--- src/rtl/serial_sub_7bit.sv ---
// Bit-serial subtractor: computes A - B - bin one bit per clock, LSB first.
// A three-state FSM (IDLE/SHIFT/DONE) sequences the operation; results are
// loaded in one step on the final SHIFT edge and held until the next completion.
module serial_sub_7bit #(
    parameter int width = 7
) (
    input  logic           clk,
    input  logic           rst,
    input  logic           start,
    input  logic [width:1] A,
    input  logic [width:1] B,
    input  logic           bin,
    output logic [width:1] D,
    output logic           bout,
    output logic           ovf,
    output logic           busy,
    output logic           done
);

    localparam int IW = $clog2(width + 1);

    typedef enum logic [1:0] {
        IDLE  = 2'd0,
        SHIFT = 2'd1,
        DONE  = 2'd2
    } state_t;

    state_t         state;
    state_t         state_next;

    logic [width:1] a_sr;
    logic [width:1] b_sr;
    logic [width:1] d_sr;
    logic           br;
    logic [IW-1:0]  idx;

    logic           a_i;
    logic           b_i;
    logic           d_i;
    logic           br_next;
    logic           last;

    // Single-bit full-subtractor on the current LSBs of the shift registers
    always_comb begin
        a_i     = a_sr[1];
        b_i     = b_sr[1];
        d_i     = a_i ^ b_i ^ br;
        br_next = (~a_i & b_i) | (~(a_i ^ b_i) & br);
        last    = (idx == IW'(width));
    end

    // State register
    always_ff @(posedge clk or posedge rst) begin
        if (rst) begin
            state <= IDLE;
        end else begin
            state <= state_next;
        end
    end

    // Next-state logic; busy/done decode the registered state only
    always_comb begin
        state_next = state;
        busy       = 1'b0;
        done       = 1'b0;
        unique case (state)
            IDLE: begin
                if (start) begin
                    state_next = SHIFT;
                end
            end
            SHIFT: begin
                busy = 1'b1;
                if (last) begin
                    state_next = DONE;
                end
            end
            DONE: begin
                done       = 1'b1;
                state_next = IDLE;
            end
            default: begin
                state_next = IDLE;
            end
        endcase
    end

    // Operand capture, bit-serial datapath and result registers
    always_ff @(posedge clk or posedge rst) begin
        if (rst) begin
            a_sr <= '0;
            b_sr <= '0;
            d_sr <= '0;
            br   <= 1'b0;
            idx  <= '0;
            D    <= '0;
            bout <= 1'b0;
            ovf  <= 1'b0;
        end else begin
            unique case (state)
                IDLE: begin
                    if (start) begin
                        a_sr <= A;
                        b_sr <= B;
                        br   <= bin;
                        idx  <= IW'(1);
                    end
                end
                SHIFT: begin
                    a_sr <= a_sr >> 1;
                    b_sr <= b_sr >> 1;
                    br   <= br_next;
                    d_sr <= {d_i, d_sr[width:2]};
                    idx  <= idx + IW'(1);
                    // On the MSB edge, br is the borrow into bit width, so
                    // overflow is br XOR the outgoing borrow.
                    if (last) begin
                        D    <= {d_i, d_sr[width:2]};
                        bout <= br_next;
                        ovf  <= br ^ br_next;
                    end
                end
                default: begin
                end
            endcase
        end
    end

endmodule

--- config.mk ---
export PLATFORM = sky130hd
export DESIGN_NAME = serial_sub_7bit
export DESIGN_NICKNAME = d
export VERILOG_FILES = /design/src/rtl/serial_sub_7bit.sv
export SDC_FILE = /design/constraint.sdc
export NUM_CORES = 1
export LEC_CHECK = 0
export CAP_MARGIN = 20
export CORE_UTILIZATION = 40
export CTS_CLUSTER_DIAMETER = 50
export CTS_CLUSTER_SIZE = 16
export DETAILED_ROUTE_END_ITERATION = 8
export GPL_ROUTABILITY_DRIVEN = 0
export MAX_ROUTING_LAYER = met4
export PLACE_DENSITY = 0.64
export SYNTH_ARGS = -nofsm -noshare
export SYNTH_HDL_FRONTEND = slang
export SYNTH_SLANG_ARGS = --single-unit
--- constraint.sdc ---
create_clock -name clk -period 2.1 [get_ports clk]
set_clock_uncertainty 0.1 [all_clocks]
set_input_delay 0.525 -clock clk [delete_from_list [all_inputs] [get_ports clk]]
set_output_delay 0.525 -clock clk [all_outputs]
set_load 0.1 [all_outputs]
==> metrics.cfg <==
[yosys]
synthFlopType = dfrtp_1
muxShareOfSynthArea = 0.121
synth_compound_area_frac = 0.118
ys_ff_latch = 35
synth_most_common_cell = dfrtp_1
yosys.area_share.simple = 0.136
seq_area_frac_synth = 0.509
synth-xor-area-share = 0.00509
yosys.area.top_type = dfrtp_1
synth_cells = 129
syn_nets = 150
synth-edff-count = 0
yosysUniqueCellTypes = 27
syn_area_per_cell_sq_um = 13.3
synth_top_family_by_area = simple AND/OR/NAND/NOR gates
synthDominantCellAreaShare = 0.509
async_flop_share = 1.00
synthTopCellsByArea = dfrtp_1 (51%), mux2_4 (7.0%), nor4b_1 (4.6%)
netlist_area_sq_mm = 0.00172
synthAdderAreaFrac = 0.0262
ys_top_cells_by_count = dfrtp_1 (35), inv_1 (16), nor2_1 (9), nor4b_1 (9), mux2_4 (8)
yosys_warnings = 0

[drt]
drt_iter0_markers = 41
firstDrtPassIters = 4
wl_per_cell_um = 13.3
viasPerCell = 5.17
vias = 1102
wl_mm = 2.84
detail-route-antenna-nets = 0
drc = 0

[worst_setup_path]
cp.required_ns = 1.47
crit_chain = and2b_1 > buf_12
path_class = flip-flop to primary output
startpoint_type = flip-flop
worstPathBufferInverterCount = 1
cp.arrival_ns = 1.17
crit_slowest_cell = dfrtp_1
path_max_fanout = 4
crit_family = flip-flops
cpPeakStageDelay_ns = 0.40
setup.worst_path.end_class = primary output

[die]
start_util = 0.424
pin_count = 29
num_rows = 23
die_h_um = 67.6
dieWidth_um = 67.6
core_sq_mm = 0.00406
dieArea_sq_mm = 0.00456

[finish]
final_nets = 183
n_fill_cell = 329
num_antenna_cells = 0
syn_to_final_growth_pct = 31.0
utilization = 0.555
stdcell_area_sq_mm = 0.00225
drive_gt1_frac = 0.301

[timing]
finalSetupViolCount = 0
timing.hold.ws_ns = 0.393
fin_crit_sh = 0.855
drv_slew = 0
fin_crit_ns = 1.79
tightest_slew_ns = 0.436
hold_violations = 0
rsz0062_at_grt = no
timing.fmax_mhz = 557
fin_setup_tns_ns = 0
maxSlewHeadroom = 0.710

[power_and_ir_drop]
power-per-cell-area_mw_per_mm2 = 1770
vdd_drop_max_mv = 0.548
cellLeakagePower_nw = 0.995

[job]
drv_cap = 0

[clocking]
cts_tree = yes
cts.sinks = 35
ctsHoldBuffers = 0
ctsHtreeMaxLevel = 2
clk_pin_slew_worst_paths_ns = 0.07
numCtsBuffers = 5
clk-insertion-delay-late_ns = 0.29
root_buffer = clkbuf_8
post_cts_buffers = 0
cts_buffer_depth = 2
cts-resized-gates = 0

[min_path]
min_path_type = flip-flop to flip-flop

[placement]
placed_area_sq_mm = 0.00217
io_buffers = 28
dp_hpwl_mm = 2.03

[grt]
grt_usage = 0.154
grt_pass1_wl_mm = 4.94
gr-total-overflow = 0
antenna_found_initial = 0
grt_pass1_vias = 1116
grt_max_degree = 36

[run_status]
status = completed

## registers in the layout, indices dropped and copies added, names as in the netlist
name,cells
a_sr,7
state,2
bout,1
ovf,1
D,7
b_sr,7
d_sr,6
idx,3
br,1
## worst register-to-register path, cell delays in order (launching register included)
cell	delay [ns]
dfrtp_1	0.40
ha_1	0.20
ha_1	0.20
nand3b_1	0.11
buf_4	0.22
mux2_4	0.32
## layer usage
metal | GRT usage | part of all wire
met5 | - | 0
met4 | 0.0718 | 0.019
met3 | 0.0422 | 0.048
met2 | 0.254 | 0.49
met1 | 0.171 | 0.44
## final timing paths
kind                                 startpoint             endpoint  slack (ns)  cells after the start
max                        state[1]$_DFFE_PP0P_                 busy        0.31                      2
min                          idx[0]$_DFFE_PP0P_   idx[0]$_DFFE_PP0P_        0.39                      1
max reg2reg                  idx[0]$_DFFE_PP0P_      ovf$_DFFE_PP0P_        0.43                      5
min reg2reg                  idx[0]$_DFFE_PP0P_   idx[0]$_DFFE_PP0P_        0.39                      1
max in group asynchronous                   rst  a_sr[6]$_DFFE_PP0P_        1.04                      3
min in group asynchronous                   rst  b_sr[2]$_DFFE_PP0P_        0.55                      3
## cells in the final DEF, fill, tap and decap left out, types with 5 or more instances in the layout
cell	netlist	routed
a221oi_1	7	7
nor4b_1	9	9
dfrtp_1	35	35
nor2_1	9	9
clkdlybuf4s50_1	0	17
inv_1	16	16
clkbuf_8	0	5
mux2_1	5	5
mux2_4	8	8
buf_4	2	7
buf_12	0	12
## cell type report
| cell class | count | area (sq um) | area share |
|---|---|---|---|
| flip-flops and latches | 35 | 876 | 0.389 |
| clock buffers | 6 | 72.6 | 0.0322 |
| repair buffers | 36 | 463 | 0.206 |
| well taps | 50 | 62.6 | 0.0278 |
| inverters | 16 | 60.1 | 0.0267 |
| multi-input cells | 68 | 706 | 0.313 |
| clock inverters | 2 | 12.5 | 0.00556 |
## metrics by stage
| stage | std cells | worst slack [ns] | power [mW] |
|---|---|---|---|
| floorplan | 129 | 0.271 | 2.89 |
| global placement | 205 | 0.234 | 3.51 |
| detailed placement | 205 | 0.198 | 3.57 |
| CTS | 213 | 0.282 | 4.04 |
| global route | 213 | 0.239 | 4.23 |
| finish | 213 | 0.305 | 3.99 |
## report_power, final
group,switching (mW),internal [mW],total (mW),leakage [nW]
sequential,0.233,1.01,1.24,0.418
clock,0.239,0.232,0.471,0.0412
combinational,1.28,1.00,2.28,0.536
total,1.75,2.24,3.99,0.995
## cells by family (layout without fill, tap and decap cells)
family          after synthesis  after routing
compound gates               19             19
fa+ha+maj                     3              3
flops                        35             35
simple gates                 29             29
buf+inv                      26             60
xor+xnor                      1              1
mux                          16             16
No activity file was read; power rests on OpenSTA's default activity.
